===== src/rtl/mc_pkg.sv =====
`default_nettype none
// ============================================================================
// Module      : mc_pkg
// Description : Shared encodings for the multi-cycle RV32I control unit:
//               FSM state codes, opcode constants, ALU operation codes,
//               ALU-B / PC-source select codes and the decode flag bundle.
// Revision    : 1.0 - initial release
// ============================================================================
package mc_pkg;

    // FSM state encodings (also driven out on the state port)
    localparam logic [2:0] c_S_IF  = 3'd0;
    localparam logic [2:0] c_S_ID  = 3'd1;
    localparam logic [2:0] c_S_EXE = 3'd2;
    localparam logic [2:0] c_S_MEM = 3'd3;
    localparam logic [2:0] c_S_WB  = 3'd4;

    // Major opcodes
    localparam logic [6:0] c_OP_R      = 7'b0110011;
    localparam logic [6:0] c_OP_I      = 7'b0010011;
    localparam logic [6:0] c_OP_LOAD   = 7'b0000011;
    localparam logic [6:0] c_OP_STORE  = 7'b0100011;
    localparam logic [6:0] c_OP_BRANCH = 7'b1100011;
    localparam logic [6:0] c_OP_LUI    = 7'b0110111;
    localparam logic [6:0] c_OP_JAL    = 7'b1101111;
    localparam logic [6:0] c_OP_JALR   = 7'b1100111;

    // ALU operation codes
    localparam logic [3:0] c_ALU_ADD  = 4'b0000;
    localparam logic [3:0] c_ALU_SUB  = 4'b1000;
    localparam logic [3:0] c_ALU_AND  = 4'b0111;
    localparam logic [3:0] c_ALU_OR   = 4'b0110;
    localparam logic [3:0] c_ALU_XOR  = 4'b0100;
    localparam logic [3:0] c_ALU_SLL  = 4'b0001;
    localparam logic [3:0] c_ALU_SRL  = 4'b0101;
    localparam logic [3:0] c_ALU_SRA  = 4'b1101;
    localparam logic [3:0] c_ALU_LUI  = 4'b0010;
    localparam logic [3:0] c_ALU_HAMD = 4'b1111;

    // ALU B operand select
    localparam logic [1:0] c_ALUB_RS2  = 2'b00;
    localparam logic [1:0] c_ALUB_FOUR = 2'b01;
    localparam logic [1:0] c_ALUB_IMM  = 2'b10;

    // PC source select
    localparam logic [1:0] c_PCS_ALU  = 2'b00;
    localparam logic [1:0] c_PCS_TGT  = 2'b01;
    localparam logic [1:0] c_PCS_JALR = 2'b10;

    // One-hot instruction flags; 'illegal' is the LSB and is set when
    // none of the other flags matched.
    typedef struct packed {
        logic i_add;
        logic i_sub;
        logic i_and;
        logic i_or;
        logic i_xor;
        logic i_sll;
        logic i_srl;
        logic i_sra;
        logic i_hamd;
        logic i_addi;
        logic i_andi;
        logic i_ori;
        logic i_xori;
        logic i_slli;
        logic i_srli;
        logic i_srai;
        logic i_lw;
        logic i_sw;
        logic i_beq;
        logic i_bne;
        logic i_lui;
        logic i_jal;
        logic i_jalr;
        logic illegal;
    } dec_t;

    // ALU code for the register/immediate arithmetic class
    function automatic logic [3:0] f_alu_op(input dec_t d);
        logic [3:0] v_op;
        v_op = c_ALU_ADD;
        if (d.i_sub)                 v_op = c_ALU_SUB;
        if (d.i_and  | d.i_andi)     v_op = c_ALU_AND;
        if (d.i_or   | d.i_ori)      v_op = c_ALU_OR;
        if (d.i_xor  | d.i_xori)     v_op = c_ALU_XOR;
        if (d.i_sll  | d.i_slli)     v_op = c_ALU_SLL;
        if (d.i_srl  | d.i_srli)     v_op = c_ALU_SRL;
        if (d.i_sra  | d.i_srai)     v_op = c_ALU_SRA;
        if (d.i_hamd)                v_op = c_ALU_HAMD;
        return v_op;
    endfunction

endpackage
`default_nettype wire


===== src/rtl/mc_cu_if.sv =====
`default_nettype none
// ============================================================================
// Module      : mc_cu_if
// Description : Control bus between the multi-cycle CU and its datapath /
//               memory. master = control unit, slave = datapath side.
//   inst     : IR contents             z        : ALU zero flag
//   mem_ack  : memory completes access mem_req  : memory request
//   iord/wmem/wir/wpc/wtgt/wreg/m2reg/link/alua/alub/aluc/pcsource/sext/
//   shift    : datapath controls       ill/mem_err : error pulses
//   state    : current FSM state
// Revision    : 1.0 - initial release
// ============================================================================
interface mc_cu_if;
    logic [31:0] inst;
    logic        z;
    logic        mem_ack;
    logic        mem_req;
    logic        iord;
    logic        wmem;
    logic        wir;
    logic        wpc;
    logic        wtgt;
    logic        wreg;
    logic        m2reg;
    logic        link;
    logic        alua;
    logic [1:0]  alub;
    logic [3:0]  aluc;
    logic [1:0]  pcsource;
    logic        sext;
    logic        shift;
    logic        ill;
    logic        mem_err;
    logic [2:0]  state;

    modport master (
        input  inst, z, mem_ack,
        output mem_req, iord, wmem, wir, wpc, wtgt, wreg, m2reg, link,
               alua, alub, aluc, pcsource, sext, shift, ill, mem_err, state
    );

    modport slave (
        output inst, z, mem_ack,
        input  mem_req, iord, wmem, wir, wpc, wtgt, wreg, m2reg, link,
               alua, alub, aluc, pcsource, sext, shift, ill, mem_err, state
    );
endinterface
`default_nettype wire


===== src/rtl/mc_decode.sv =====
`default_nettype none
// ============================================================================
// Module      : mc_decode
// Description : Combinational RV32I-subset decoder: instruction word to
//               one-hot flags plus an illegal flag.
//   i_inst : instruction register contents
//   o_dec  : one-hot decode flags (mc_pkg::dec_t)
// Config      : MC_CU_HAMD_EN - decode R-type funct3=111/funct7=0100000 as hamd
// Revision    : 1.0 - initial release
// ============================================================================
module mc_decode
    import mc_pkg::*;
(
    input  wire logic [31:0] i_inst,
    output dec_t             o_dec
);

    logic [6:0] w_op;
    logic [2:0] w_f3;
    logic [6:0] w_f7;
    logic       w_f7_zero;
    logic       w_f7_alt;
    logic       w_unused_bits;

    assign w_op      = i_inst[6:0];
    assign w_f3      = i_inst[14:12];
    assign w_f7      = i_inst[31:25];
    assign w_f7_zero = (w_f7 == 7'b0000000);
    assign w_f7_alt  = (w_f7 == 7'b0100000);
    // register / immediate fields do not affect the control decode
    assign w_unused_bits = ^{i_inst[24:15], i_inst[11:7]};

    always_comb begin
        o_dec = '0;
        case (w_op)
            c_OP_R: begin
                case (w_f3)
                    3'b000: begin
                        o_dec.i_add = w_f7_zero;
                        o_dec.i_sub = w_f7_alt;
                    end
                    3'b001: o_dec.i_sll = w_f7_zero;
                    3'b100: o_dec.i_xor = w_f7_zero;
                    3'b101: begin
                        o_dec.i_srl = w_f7_zero;
                        o_dec.i_sra = w_f7_alt;
                    end
                    3'b110: o_dec.i_or  = w_f7_zero;
                    3'b111: begin
                        o_dec.i_and = w_f7_zero;
`ifdef MC_CU_HAMD_EN
                        o_dec.i_hamd = w_f7_alt;
`else
                        o_dec.i_hamd = 1'b0;
`endif
                    end
                    default: ;
                endcase
            end
            c_OP_I: begin
                case (w_f3)
                    3'b000: o_dec.i_addi = 1'b1;
                    3'b111: o_dec.i_andi = 1'b1;
                    3'b110: o_dec.i_ori  = 1'b1;
                    3'b100: o_dec.i_xori = 1'b1;
                    3'b001: o_dec.i_slli = w_f7_zero;
                    3'b101: begin
                        o_dec.i_srli = w_f7_zero;
                        o_dec.i_srai = w_f7_alt;
                    end
                    default: ;
                endcase
            end
            c_OP_LOAD:   o_dec.i_lw   = (w_f3 == 3'b010);
            c_OP_STORE:  o_dec.i_sw   = (w_f3 == 3'b010);
            c_OP_BRANCH: begin
                o_dec.i_beq = (w_f3 == 3'b000);
                o_dec.i_bne = (w_f3 == 3'b001);
            end
            c_OP_LUI:    o_dec.i_lui  = 1'b1;
            c_OP_JAL:    o_dec.i_jal  = 1'b1;
            c_OP_JALR:   o_dec.i_jalr = (w_f3 == 3'b000);
            default: ;
        endcase
        o_dec.illegal = (o_dec[$bits(dec_t)-1:1] == '0);
    end

endmodule
`default_nettype wire


===== src/rtl/mc_cu.sv =====
`default_nettype none
// ============================================================================
// Module      : mc_cu
// Description : Multi-cycle control FSM (IF/ID/EXE/MEM/WB) for the RV32I
//               subset datapath. Shares one ALU and one memory port, with a
//               req/ack memory handshake and an optional wait timeout.
//   clock    : rising-edge clock
//   resetn   : synchronous active-low reset
//   bus      : mc_cu_if.master - inst/z/mem_ack in, all controls out
// Parameter   : WAIT_LIMIT - max memory wait cycles (0 = wait forever)
// Config      : MC_CU_HAMD_EN - enables the hamd R-type operation
// Revision    : 1.0 - initial release
// ============================================================================
module mc_cu
    import mc_pkg::*;
#(
    parameter int unsigned WAIT_LIMIT = 0
) (
    input  wire logic clock,
    input  wire logic resetn,
    mc_cu_if.master   bus
);

    localparam int c_WCNT_W = (WAIT_LIMIT > 1) ? $clog2(WAIT_LIMIT + 1) : 1;
    localparam logic [c_WCNT_W-1:0] c_WLIM = c_WCNT_W'(WAIT_LIMIT);

    dec_t                w_dec;
    logic [2:0]          r_state;
    logic [2:0]          w_next;
    logic                r_run;     // low in the cycle after a reset edge
    logic [c_WCNT_W-1:0] r_wcnt;
    logic [c_WCNT_W-1:0] w_wcnt_nxt;

    logic w_memst, w_timeout, w_alu_r, w_alu_i;
    logic w_mem_req, w_iord, w_wmem, w_wir, w_wpc, w_wtgt, w_wreg;
    logic w_m2reg, w_link, w_alua, w_sext, w_shift, w_ill, w_mem_err;
    logic [1:0] w_alub, w_pcsource;
    logic [3:0] w_aluc;

    mc_decode u_decode (
        .i_inst (bus.inst),
        .o_dec  (w_dec)
    );

    assign w_alu_r = w_dec.i_add | w_dec.i_sub | w_dec.i_and | w_dec.i_or |
                     w_dec.i_xor | w_dec.i_sll | w_dec.i_srl | w_dec.i_sra |
                     w_dec.i_hamd;
    assign w_alu_i = w_dec.i_addi | w_dec.i_andi | w_dec.i_ori | w_dec.i_xori |
                     w_dec.i_slli | w_dec.i_srli | w_dec.i_srai;

    assign w_memst   = (r_state == c_S_IF) || (r_state == c_S_MEM);
    // the abort cycle is the first one in which the counter sits at the limit
    assign w_timeout = (WAIT_LIMIT != 0) && w_memst && (r_wcnt == c_WLIM);

    always_comb begin
        w_next     = r_state;
        w_mem_req  = 1'b0;
        w_iord     = 1'b0;
        w_wmem     = 1'b0;
        w_wir      = 1'b0;
        w_wpc      = 1'b0;
        w_wtgt     = 1'b0;
        w_wreg     = 1'b0;
        w_m2reg    = 1'b0;
        w_link     = 1'b0;
        w_alua     = 1'b0;
        w_alub     = c_ALUB_RS2;
        w_aluc     = c_ALU_ADD;
        w_pcsource = c_PCS_ALU;
        w_sext     = 1'b0;
        w_shift    = 1'b0;
        w_ill      = 1'b0;
        w_mem_err  = 1'b0;
        case (r_state)
            c_S_IF: begin
                w_mem_req = ~w_timeout;
                w_alua    = 1'b1;
                w_alub    = c_ALUB_FOUR;
                if (w_timeout) begin
                    w_mem_err = 1'b1;
                end else if (bus.mem_ack) begin
                    w_wir  = 1'b1;
                    w_wpc  = 1'b1;
                    w_next = c_S_ID;
                end
            end
            c_S_ID: begin
                w_alua = 1'b1;
                w_alub = c_ALUB_IMM;
                w_sext = 1'b1;
                if (w_dec.illegal) begin
                    w_ill  = 1'b1;
                    w_next = c_S_IF;
                end else begin
                    w_wtgt = 1'b1;
                    w_next = c_S_EXE;
                end
            end
            c_S_EXE: begin
                w_next = c_S_IF;
                if (w_alu_r) begin
                    w_aluc = f_alu_op(w_dec);
                    w_next = c_S_WB;
                end
                if (w_alu_i) begin
                    w_alub  = c_ALUB_IMM;
                    w_aluc  = f_alu_op(w_dec);
                    w_sext  = 1'b1;
                    w_shift = w_dec.i_slli | w_dec.i_srli | w_dec.i_srai;
                    w_next  = c_S_WB;
                end
                if (w_dec.i_lui) begin
                    w_alub = c_ALUB_IMM;
                    w_aluc = c_ALU_LUI;
                    w_next = c_S_WB;
                end
                if (w_dec.i_lw | w_dec.i_sw) begin
                    w_alub = c_ALUB_IMM;
                    w_sext = 1'b1;
                    w_next = c_S_MEM;
                end
                if (w_dec.i_beq | w_dec.i_bne) begin
                    w_aluc     = c_ALU_SUB;
                    w_pcsource = c_PCS_TGT;
                    w_wpc      = (w_dec.i_beq & bus.z) | (w_dec.i_bne & ~bus.z);
                end
                if (w_dec.i_jal) begin
                    w_wpc      = 1'b1;
                    w_pcsource = c_PCS_TGT;
                    w_wreg     = 1'b1;
                    w_link     = 1'b1;
                end
                if (w_dec.i_jalr) begin
                    w_alub     = c_ALUB_IMM;
                    w_sext     = 1'b1;
                    w_wpc      = 1'b1;
                    w_pcsource = c_PCS_JALR;
                    w_wreg     = 1'b1;
                    w_link     = 1'b1;
                end
            end
            c_S_MEM: begin
                w_mem_req = ~w_timeout;
                w_iord    = 1'b1;
                w_wmem    = w_dec.i_sw & ~w_timeout;
                if (w_timeout) begin
                    w_mem_err = 1'b1;
                    w_next    = c_S_IF;
                end else if (bus.mem_ack) begin
                    w_next = w_dec.i_lw ? c_S_WB : c_S_IF;
                end
            end
            c_S_WB: begin
                w_wreg  = 1'b1;
                w_m2reg = w_dec.i_lw;
                w_next  = c_S_IF;
            end
            default: w_next = c_S_IF;
        endcase
        // hold in IF until the cycle after reset is released
        if (!r_run) begin
            w_next = c_S_IF;
        end
    end

    // counts unacknowledged request cycles; any ack, abort or state change clears it
    assign w_wcnt_nxt = ((WAIT_LIMIT != 0) && r_run && w_memst && !bus.mem_ack && !w_timeout)
                        ? r_wcnt + 1'b1 : '0;

    always_ff @(posedge clock) begin
        if (!resetn) begin
            r_state <= c_S_IF;
            r_run   <= 1'b0;
            r_wcnt  <= '0;
        end else begin
            r_state <= w_next;
            r_run   <= 1'b1;
            r_wcnt  <= w_wcnt_nxt;
        end
    end

    assign bus.mem_req  = r_run & w_mem_req;
    assign bus.iord     = r_run & w_iord;
    assign bus.wmem     = r_run & w_wmem;
    assign bus.wir      = r_run & w_wir;
    assign bus.wpc      = r_run & w_wpc;
    assign bus.wtgt     = r_run & w_wtgt;
    assign bus.wreg     = r_run & w_wreg;
    assign bus.m2reg    = r_run & w_m2reg;
    assign bus.link     = r_run & w_link;
    assign bus.alua     = r_run & w_alua;
    assign bus.alub     = r_run ? w_alub     : 2'b00;
    assign bus.aluc     = r_run ? w_aluc     : 4'b0000;
    assign bus.pcsource = r_run ? w_pcsource : 2'b00;
    assign bus.sext     = r_run & w_sext;
    assign bus.shift    = r_run & w_shift;
    assign bus.ill      = r_run & w_ill;
    assign bus.mem_err  = r_run & w_mem_err;
    assign bus.state    = r_state;

endmodule
`default_nettype wire

===== src/flat_wrapper.sv =====
// flat-port wrapper written by rule: the top's interface ports become plain ports
module mc_cu_flat import mc_pkg::*;
#(
    parameter int unsigned WAIT_LIMIT = 0
)
  (clock, resetn, bus_inst, bus_z, bus_mem_ack, bus_mem_req, bus_iord, bus_wmem, bus_wir, bus_wpc, bus_wtgt, bus_wreg, bus_m2reg, bus_link, bus_alua, bus_alub, bus_aluc, bus_pcsource, bus_sext, bus_shift, bus_ill, bus_mem_err, bus_state);
  mc_cu_if bus_i ();
  input  wire logic clock;
  input  wire logic resetn;
  input wire logic [$bits(bus_i.inst)-1:0] bus_inst;
  input wire logic [$bits(bus_i.z)-1:0] bus_z;
  input wire logic [$bits(bus_i.mem_ack)-1:0] bus_mem_ack;
  output wire logic [$bits(bus_i.mem_req)-1:0] bus_mem_req;
  output wire logic [$bits(bus_i.iord)-1:0] bus_iord;
  output wire logic [$bits(bus_i.wmem)-1:0] bus_wmem;
  output wire logic [$bits(bus_i.wir)-1:0] bus_wir;
  output wire logic [$bits(bus_i.wpc)-1:0] bus_wpc;
  output wire logic [$bits(bus_i.wtgt)-1:0] bus_wtgt;
  output wire logic [$bits(bus_i.wreg)-1:0] bus_wreg;
  output wire logic [$bits(bus_i.m2reg)-1:0] bus_m2reg;
  output wire logic [$bits(bus_i.link)-1:0] bus_link;
  output wire logic [$bits(bus_i.alua)-1:0] bus_alua;
  output wire logic [$bits(bus_i.alub)-1:0] bus_alub;
  output wire logic [$bits(bus_i.aluc)-1:0] bus_aluc;
  output wire logic [$bits(bus_i.pcsource)-1:0] bus_pcsource;
  output wire logic [$bits(bus_i.sext)-1:0] bus_sext;
  output wire logic [$bits(bus_i.shift)-1:0] bus_shift;
  output wire logic [$bits(bus_i.ill)-1:0] bus_ill;
  output wire logic [$bits(bus_i.mem_err)-1:0] bus_mem_err;
  output wire logic [$bits(bus_i.state)-1:0] bus_state;
  assign bus_i.inst = bus_inst;
  assign bus_i.z = bus_z;
  assign bus_i.mem_ack = bus_mem_ack;
  assign bus_mem_req = bus_i.mem_req;
  assign bus_iord = bus_i.iord;
  assign bus_wmem = bus_i.wmem;
  assign bus_wir = bus_i.wir;
  assign bus_wpc = bus_i.wpc;
  assign bus_wtgt = bus_i.wtgt;
  assign bus_wreg = bus_i.wreg;
  assign bus_m2reg = bus_i.m2reg;
  assign bus_link = bus_i.link;
  assign bus_alua = bus_i.alua;
  assign bus_alub = bus_i.alub;
  assign bus_aluc = bus_i.aluc;
  assign bus_pcsource = bus_i.pcsource;
  assign bus_sext = bus_i.sext;
  assign bus_shift = bus_i.shift;
  assign bus_ill = bus_i.ill;
  assign bus_mem_err = bus_i.mem_err;
  assign bus_state = bus_i.state;
  mc_cu #(.WAIT_LIMIT(WAIT_LIMIT)) u_core (.clock(clock), .resetn(resetn), .bus(bus_i));
endmodule

===== config.mk =====
export PLATFORM = sky130hd
export DESIGN_NAME = mc_cu_flat
export DESIGN_NICKNAME = d
export VERILOG_FILES = /design/src/rtl/mc_pkg.sv /design/src/rtl/mc_cu_if.sv /design/src/rtl/mc_decode.sv /design/src/rtl/mc_cu.sv /design/src/flat_wrapper.sv
export SDC_FILE = /design/constraint.sdc
export NUM_CORES = 1
export LEC_CHECK = 0
export ABC_AREA = 1
export BUFFER_PORTS_ARGS = -buffer_cell sky130_fd_sc_hd__buf_2
export CELL_PAD_IN_SITES_DETAIL_PLACEMENT = 0
export CELL_PAD_IN_SITES_GLOBAL_PLACEMENT = 1
export CORE_UTILIZATION = 27
export CTS_CLUSTER_DIAMETER = 200
export DETAILED_ROUTE_END_ITERATION = 7
export PLACE_DENSITY_LB_ADDON = 0.15
export SLEW_MARGIN = 20
export SYNTH_ARGS = -nofsm -noshare
export SYNTH_HDL_FRONTEND = slang
export SYNTH_SLANG_ARGS = --single-unit

===== constraint.sdc =====
create_clock -name clock -period 2.4 [get_ports clock]
set_input_delay 0.48 -clock clock [delete_from_list [all_inputs] [get_ports clock]]
set_output_delay 0.48 -clock clock [all_outputs]
set_load 0.005 [all_outputs]

## After elaboration in Yosys (flattened, before gate mapping)

Cells that the tools add are included.

- Bits in registers: 4

- Bitwise logic cells: 41
- Equal/unequal tests: 21
- Reductions and logical operators: 8
- Mux-type cells: 78

Operator list:

| operator | count |
|---|---|
| $mux 4 | 14 |
| $mux 1 | 38 |
| $eq 7x6->1 const B | 4 |
| $or 1x1->1 | 25 |
| $mux 2 | 12 |
| $logic_not 23->1 | 1 |
| $eq 7x7->1 const B | 3 |
| $mux 3 | 7 |
| $and 1x1->1 | 15 |
| $eq 3x3->1 const B | 5 |
| $pmux 3 s4 | 1 |
| $eq 3x2->1 const B | 3 |
| $mux 9 | 1 |
| $eq 7x2->1 const B | 1 |
| $eq 7x5->1 const B | 1 |
| $logic_not 7->1 | 1 |
| $mux 7 | 1 |
| $eq 3x1->1 const B | 2 |
| $logic_not 3->1 | 2 |
| $pmux 1 s2 | 3 |
| $pmux 2 s3 | 1 |
| $ne 2x2->1 const B | 2 |
| $reduce_and 2->1 | 2 |
| $reduce_or 2->1 | 2 |
| $not 1->1 | 1 |

## Logic depth before layout (Yosys ltp)

- Depth after elaboration: 17
- Gate-level depth with buffers: 14

## Cells and area by module

From an unflattened synthesis, not the netlist that was laid out.

- Cell total of the unflattened synthesis: 223
- Area, all modules: 1099.8 um^2

Modules (own cells, without submodules):

| module | seq. area each (um^2) | times used | cells each | area an instance (um^2) |
|---|---|---|---|---|
| mc_cu | 80.1 | 1 | 117 | 598.1 |
| mc_decode | 0.0 | 1 | 106 | 501.7 |

## Least setup slack after synthesis

No wires, ideal clock.

- Path type: input-to-output
- Start point: in bus_inst[0]
- End point: out bus_aluc[0]
- Path buffers: 0
- Data required time: 1920 ps
- Arrival: 1413 ps
- Stages: 12
- Setup slack: 507 ps
- Cells stage by stage: nand2_1 > inv_1 > nand2_2 > nor2_4 > nand3_1 > nand2_1 > inv_2 > nand2_4 > nor2_4 > nand2_1 > nand2_1 > nor2_1

- Cells in the longest elaborated chain, start to end: 16
- Elaborated cells on any way between the ends: 42

RTL lines:

| what | RTL line | source |
|---|---|---|
| start, declared | flat_wrapper.sv:10 | `input wire logic [$bits(bus_i.inst)-1:0] bus_inst;` |
| $eq 7x6->1 / $eq 7x5->1 (equally long branches) | mc_decode.sv:35 | `case (w_op)` |
| $mux 9 / $mux 7 (equally long branches) | mc_decode.sv:35 |  |
| $or 1x1->1, on equally long branches | mc_pkg.sv:84, mc_cu.sv:45 |  |
| $mux 4 / $or 1x1->1 (equally long branches) | mc_pkg.sv:84, mc_cu.sv:45 |  |
| $mux 4 / $or 1x1->1 (equally long branches) | mc_pkg.sv:85, mc_cu.sv:45 |  |
| $mux 4 / $or 1x1->1 (equally long branches) | mc_pkg.sv:86, mc_cu.sv:45 |  |
| $mux 4 / $or 1x1->1 (equally long branches) | mc_pkg.sv:87, mc_cu.sv:46 |  |
| $mux 4 / $or 1x1->1 (equally long branches) | mc_pkg.sv:88, mc_cu.sv:46 |  |
| $mux 4 / $or 1x1->1 (equally long branches) | mc_pkg.sv:89, mc_cu.sv:46 |  |
| $mux 4 / $or 1x1->1 (equally long branches) | mc_pkg.sv:90, mc_cu.sv:46 |  |
| $mux 4 | mc_cu.sv:101 | `if (w_alu_r) begin` |
| $mux 4 | mc_cu.sv:105 | `if (w_alu_i) begin` |
| $mux 4 | mc_cu.sv:112 | `if (w_dec.i_lui) begin` |
| $mux 4 (*) | mc_cu.sv:122 | `if (w_dec.i_beq \| w_dec.i_bne) begin` |
| $mux 4 (*) | mc_cu.sv:74 | `case (r_state)` |
| $mux 4 (*) | mc_cu.sv:193 | `assign bus.aluc = r_run ? w_aluc : 4'b0000;` |
| end, declared | flat_wrapper.sv:24 | `output wire logic [$bits(bus_i.aluc)-1:0] bus_aluc;` |

Mark *: on every way between the ends. The rest lies on a longest branch, timed or not.

## Worst setup path in the final report

- Start point: in bus_inst[29]
- End point: out bus_aluc[1]

- Cells in the longest elaborated chain, start to end: 17
- Elaborated cells on any way between the ends: 40

RTL lines:

| what | RTL line | source |
|---|---|---|
| $eq 7x6->1 / $logic_not 7->1 (equally long branches) | mc_decode.sv:29, mc_decode.sv:28 |  |
| $mux 2 / $mux 1 (equally long branches) | mc_decode.sv:37 | `case (w_f3)` |
| $mux 9 | mc_decode.sv:35 |  |
| $or 1x1->1, on equally long branches | mc_cu.sv:45, mc_pkg.sv:84 |  |
| $or 1x1->1 / $mux 4 (equally long branches) | mc_cu.sv:45, mc_pkg.sv:84 |  |
| $or 1x1->1 / $mux 4 (equally long branches) | mc_cu.sv:45, mc_pkg.sv:85 |  |
| $or 1x1->1 / $mux 4 (equally long branches) | mc_cu.sv:45, mc_pkg.sv:86 |  |
| $or 1x1->1 / $mux 4 (equally long branches) | mc_cu.sv:46, mc_pkg.sv:87 |  |
| $or 1x1->1 / $mux 4 (equally long branches) | mc_cu.sv:46, mc_pkg.sv:88 |  |
| $or 1x1->1 / $mux 4 (equally long branches) | mc_cu.sv:46, mc_pkg.sv:89 |  |
| $or 1x1->1 / $mux 4 (equally long branches) | mc_cu.sv:46, mc_pkg.sv:90 |  |
| $mux 4 | mc_cu.sv:101 |  |
| $mux 4 (*) | mc_cu.sv:105 |  |
| $mux 4 (*) | mc_cu.sv:112 |  |
| $mux 4 (*) | mc_cu.sv:122 |  |
| $mux 4 (*) | mc_cu.sv:74 |  |
| $mux 4 (*) | mc_cu.sv:193 |  |

Marked as above.

==> flow_metrics.py <==
metrics = {
    "hold_path": {
        "hold_path.class": "in2reg",
        "min_from": "resetn",
        "min_path_cells": 1,
        "hold_end": "u_core.r_run",
    },
    "worst_setup_path": {
        "crit_type": "in2out",
        "r2r-start": "u_core.bus.state[0]",
        "cp_max_fo": 4,
        "ff2ff_path_depth": 5,
        "cp.required_ps": 1920,
        "start_kind": "primary input",
        "crit_arrival_ps": 1800,
        "reg2reg_to": "u_core.bus.state[2]",
        "end_kind": "output pin",
        "regToRegSetupSlack_ps": 1240,
    },
    "synth": {
        "syn_avg_cell_area_um2": 5.234,
        "ys_top_cells_by_count": "nand2_1 (42), inv_1 (28), nor2_1 (28), nand3_1 (9), nor2_2 (9)",
        "syn_inst": 175,
        "synth_top_flop_cell": "dfxtp_1",
        "yosysTopAreaCell": "nand2_1",
        "yosysMostFrequentCell": "nand2_1",
        "synth_area_leaders": "nand2_1 (17%), inv_1 (11%), nor2_1 (11%)",
        "synth-edff-count": 0,
        "ys_ff_latch": 4,
        "synth_fp_nets": 211,
        "ys_types": 30,
        "async_reset_ff_frac": 0,
        "synth_area_um2": 915.9,
        "ys_warn_count": 0,
        "yosysSeqAreaShare": 0.08743,
        "synth_top_area_frac": 0.1721,
    },
    "drt": {
        "postRouteAntennaNets": 0,
        "wl_per_cell_um": 9.635,
        "first_pass_iters": 4,
        "drc": 0,
        "vias_per_cell": 4.538,
        "vias": 1207,
        "drt_iter0_drc": 53,
        "wl_um": 2563,
    },
    "clock_network": {
        "clock_sinks": 4,
        "htreeDepth": 1,
        "cts_tree": "built",
        "clockRootBuffer": "clkbuf_4",
        "hold_buffers": 0,
        "cts_buffers": 3,
        "worstSkewPairLatency_ps": 230,
        "clk_path_buf_depth": 2,
        "clkTransAtPathRegs_ps": 40,
    },
    "timing": {
        "rsz0062_at_grt": "yes",
        "worst_clock_skew_ps": 3.961,
        "setup_violations": 0,
        "fmax_mhz": 439.0,
        "fin_crit_sh": 0.9491,
        "finalMaxSlewViolations": 0,
        "finalCriticalPeriod_ps": 2278,
        "hold_viol": 0,
        "setup_tns_ps": 0,
        "worst_slack_ps": 122.2,
    },
    "pwr": {
        "p_leak_nw": 0.6813,
        "power-per-cell-area_mw_per_mm2": 187.3,
        "peakVddDrop_mv": 0.1981,
    },
    "flow_run": {
        "drv_cap": 0,
    },
    "floorplanning": {
        "die_h_um": 60.24,
        "die_w_um": 60.24,
        "start_util": 0.2928,
        "die_area_mm2": 0.003629,
        "placementRows": 20,
        "core_area_mm2": 0.003128,
        "pin_count": 61,
    },
    "placement": {
        "placed_area_mm2": 0.001191,
        "io_buffer_count": 44,
        "dpl.cell_count": 263,
        "dp_slack_ps": 135.3,
        "routabilityCongestion": 0.8250,
        "dp_hpwl_um": 2283,
    },
    "global_routing": {
        "grt_max_degree": 8,
        "grt_usage": 0.1461,
        "grt_pass1_vias": 1051,
        "antenna_found_initial": 0,
        "grt-ovfl-total": 0,
        "grt_pass1_wl_um": 4140,
    },
    "final_layout": {
        "antenna_cells": 0,
        "fin_area_mm2": 0.001214,
        "layout-drive-gt1-share": 0.3604,
        "area_growth_pct": 32.51,
        "fin_nets": 260,
        "fin_cells": 266,
    },
    "outcome": {
        "status": "finished, final reports clean",
    },
}
==> power breakdown <==
group | internal (mW) | switching [mW]
Sequential | 0.0687 | 0.00167
Combinational | 0.0313 | 0.0480
Clock | 0.0556 | 0.0223
==> worst max path at each step <==
stage	from	endpoint	slack, ps
final	bus_inst[29]	bus_aluc[1]	120
after global routing	bus_inst[0]	bus_aluc[1]	-10
after CTS	bus_inst[29]	bus_aluc[1]	140
after detailed placement	bus_inst[29]	bus_aluc[1]	140
after global placement	bus_inst[5]	bus_aluc[1]	130
after floorplan	bus_inst[0]	bus_aluc[0]	510
==> through the flow <==
stage	power (mW)	hold WS, ps	utilization
floorplan	0.1155	460.9	-
global placement	0.1493	500.4	0.3808
detailed placement	0.1513	497.9	0.3808
CTS	0.2326	361.5	0.3880
global route	0.2493	363.5	0.3880
finish	0.2274	368.1	0.3880
==> critical path, stage by stage <==
cell and delay [ps]:
buf_2 100, nor2_2 130, nand2_1 80, nor2_1 230
nand3_1 120, nand2_1 100, inv_2 50, nand2_4 60
nor2_4 50, nand3_2 60, nand2_1 50, a21oi_1 130
buf_2 140
==> state kept, by name, summed over array words and instances, names as in the netlist <==
signal            cells
u_core.bus.state      3
u_core.r_run          1
==> layout by cell type, fill, tap and decap left out <==
master    count
clkbuf_4      3
nand2_2       3
a211oi_1      1
a21boi_0      1
nor2_4        4
a21oi_1       7
nand3_2       4
o31ai_2       1
conb_1        1
nor4_1        1
nor3_1        5
a21boi_1      1
dfxtp_1       4
o21ai_0       5
nand3b_1      1
o211ai_1      2
o21a_1        1
nand2_1      42
inv_2         8
buf_4         1
nor2_2        9
nor2_1       28
o22ai_1       1
and3_1        1
nand2_4       1
buf_2        44
a31oi_1       2
nand4_1       1
inv_1        27
o32ai_1       1
nand3_1       9
a21oi_2       1
o21ai_2       1
==> logic make-up (layout without fill, tap and decap cells) <==
group | count (synthesis) | count (layout) | share of synthesized area
other | 1 | 1 | 0.004094
DFF | 4 | 4 | 0.08744
and+or+nand+nor | 109 | 109 | 0.5792
buffers and inverters | 36 | 83 | 0.1516
AOI/OAI and AO/OA | 25 | 25 | 0.1776
==> routing by layer <==
metal  up-vias  GRT usage  share of wire
met1       519     0.1854           0.45
met3         2    0.01299          0.062
met4         0    0.01993         0.0023
li1        647          -              -
met2        39     0.2684           0.49
met5         -          0              0
==> timing repair <==
action	in CTS	in global routing
endpoints found under the setup margin	0	3
setup buffers	0	0
resized for setup	0	2
==> area by class of cell <==
cell class / instances / area (um^2)
timing repair buffer: 45 / 227.7
clock buffer: 3 / 22.52
tap: 44 / 55.05
sequential: 4 / 80.08
fill: 386 / 1914
inverter: 35 / 131.4
multi-input combinational: 135 / 696.9
Note: power is estimated with default switching activity, not from simulation.
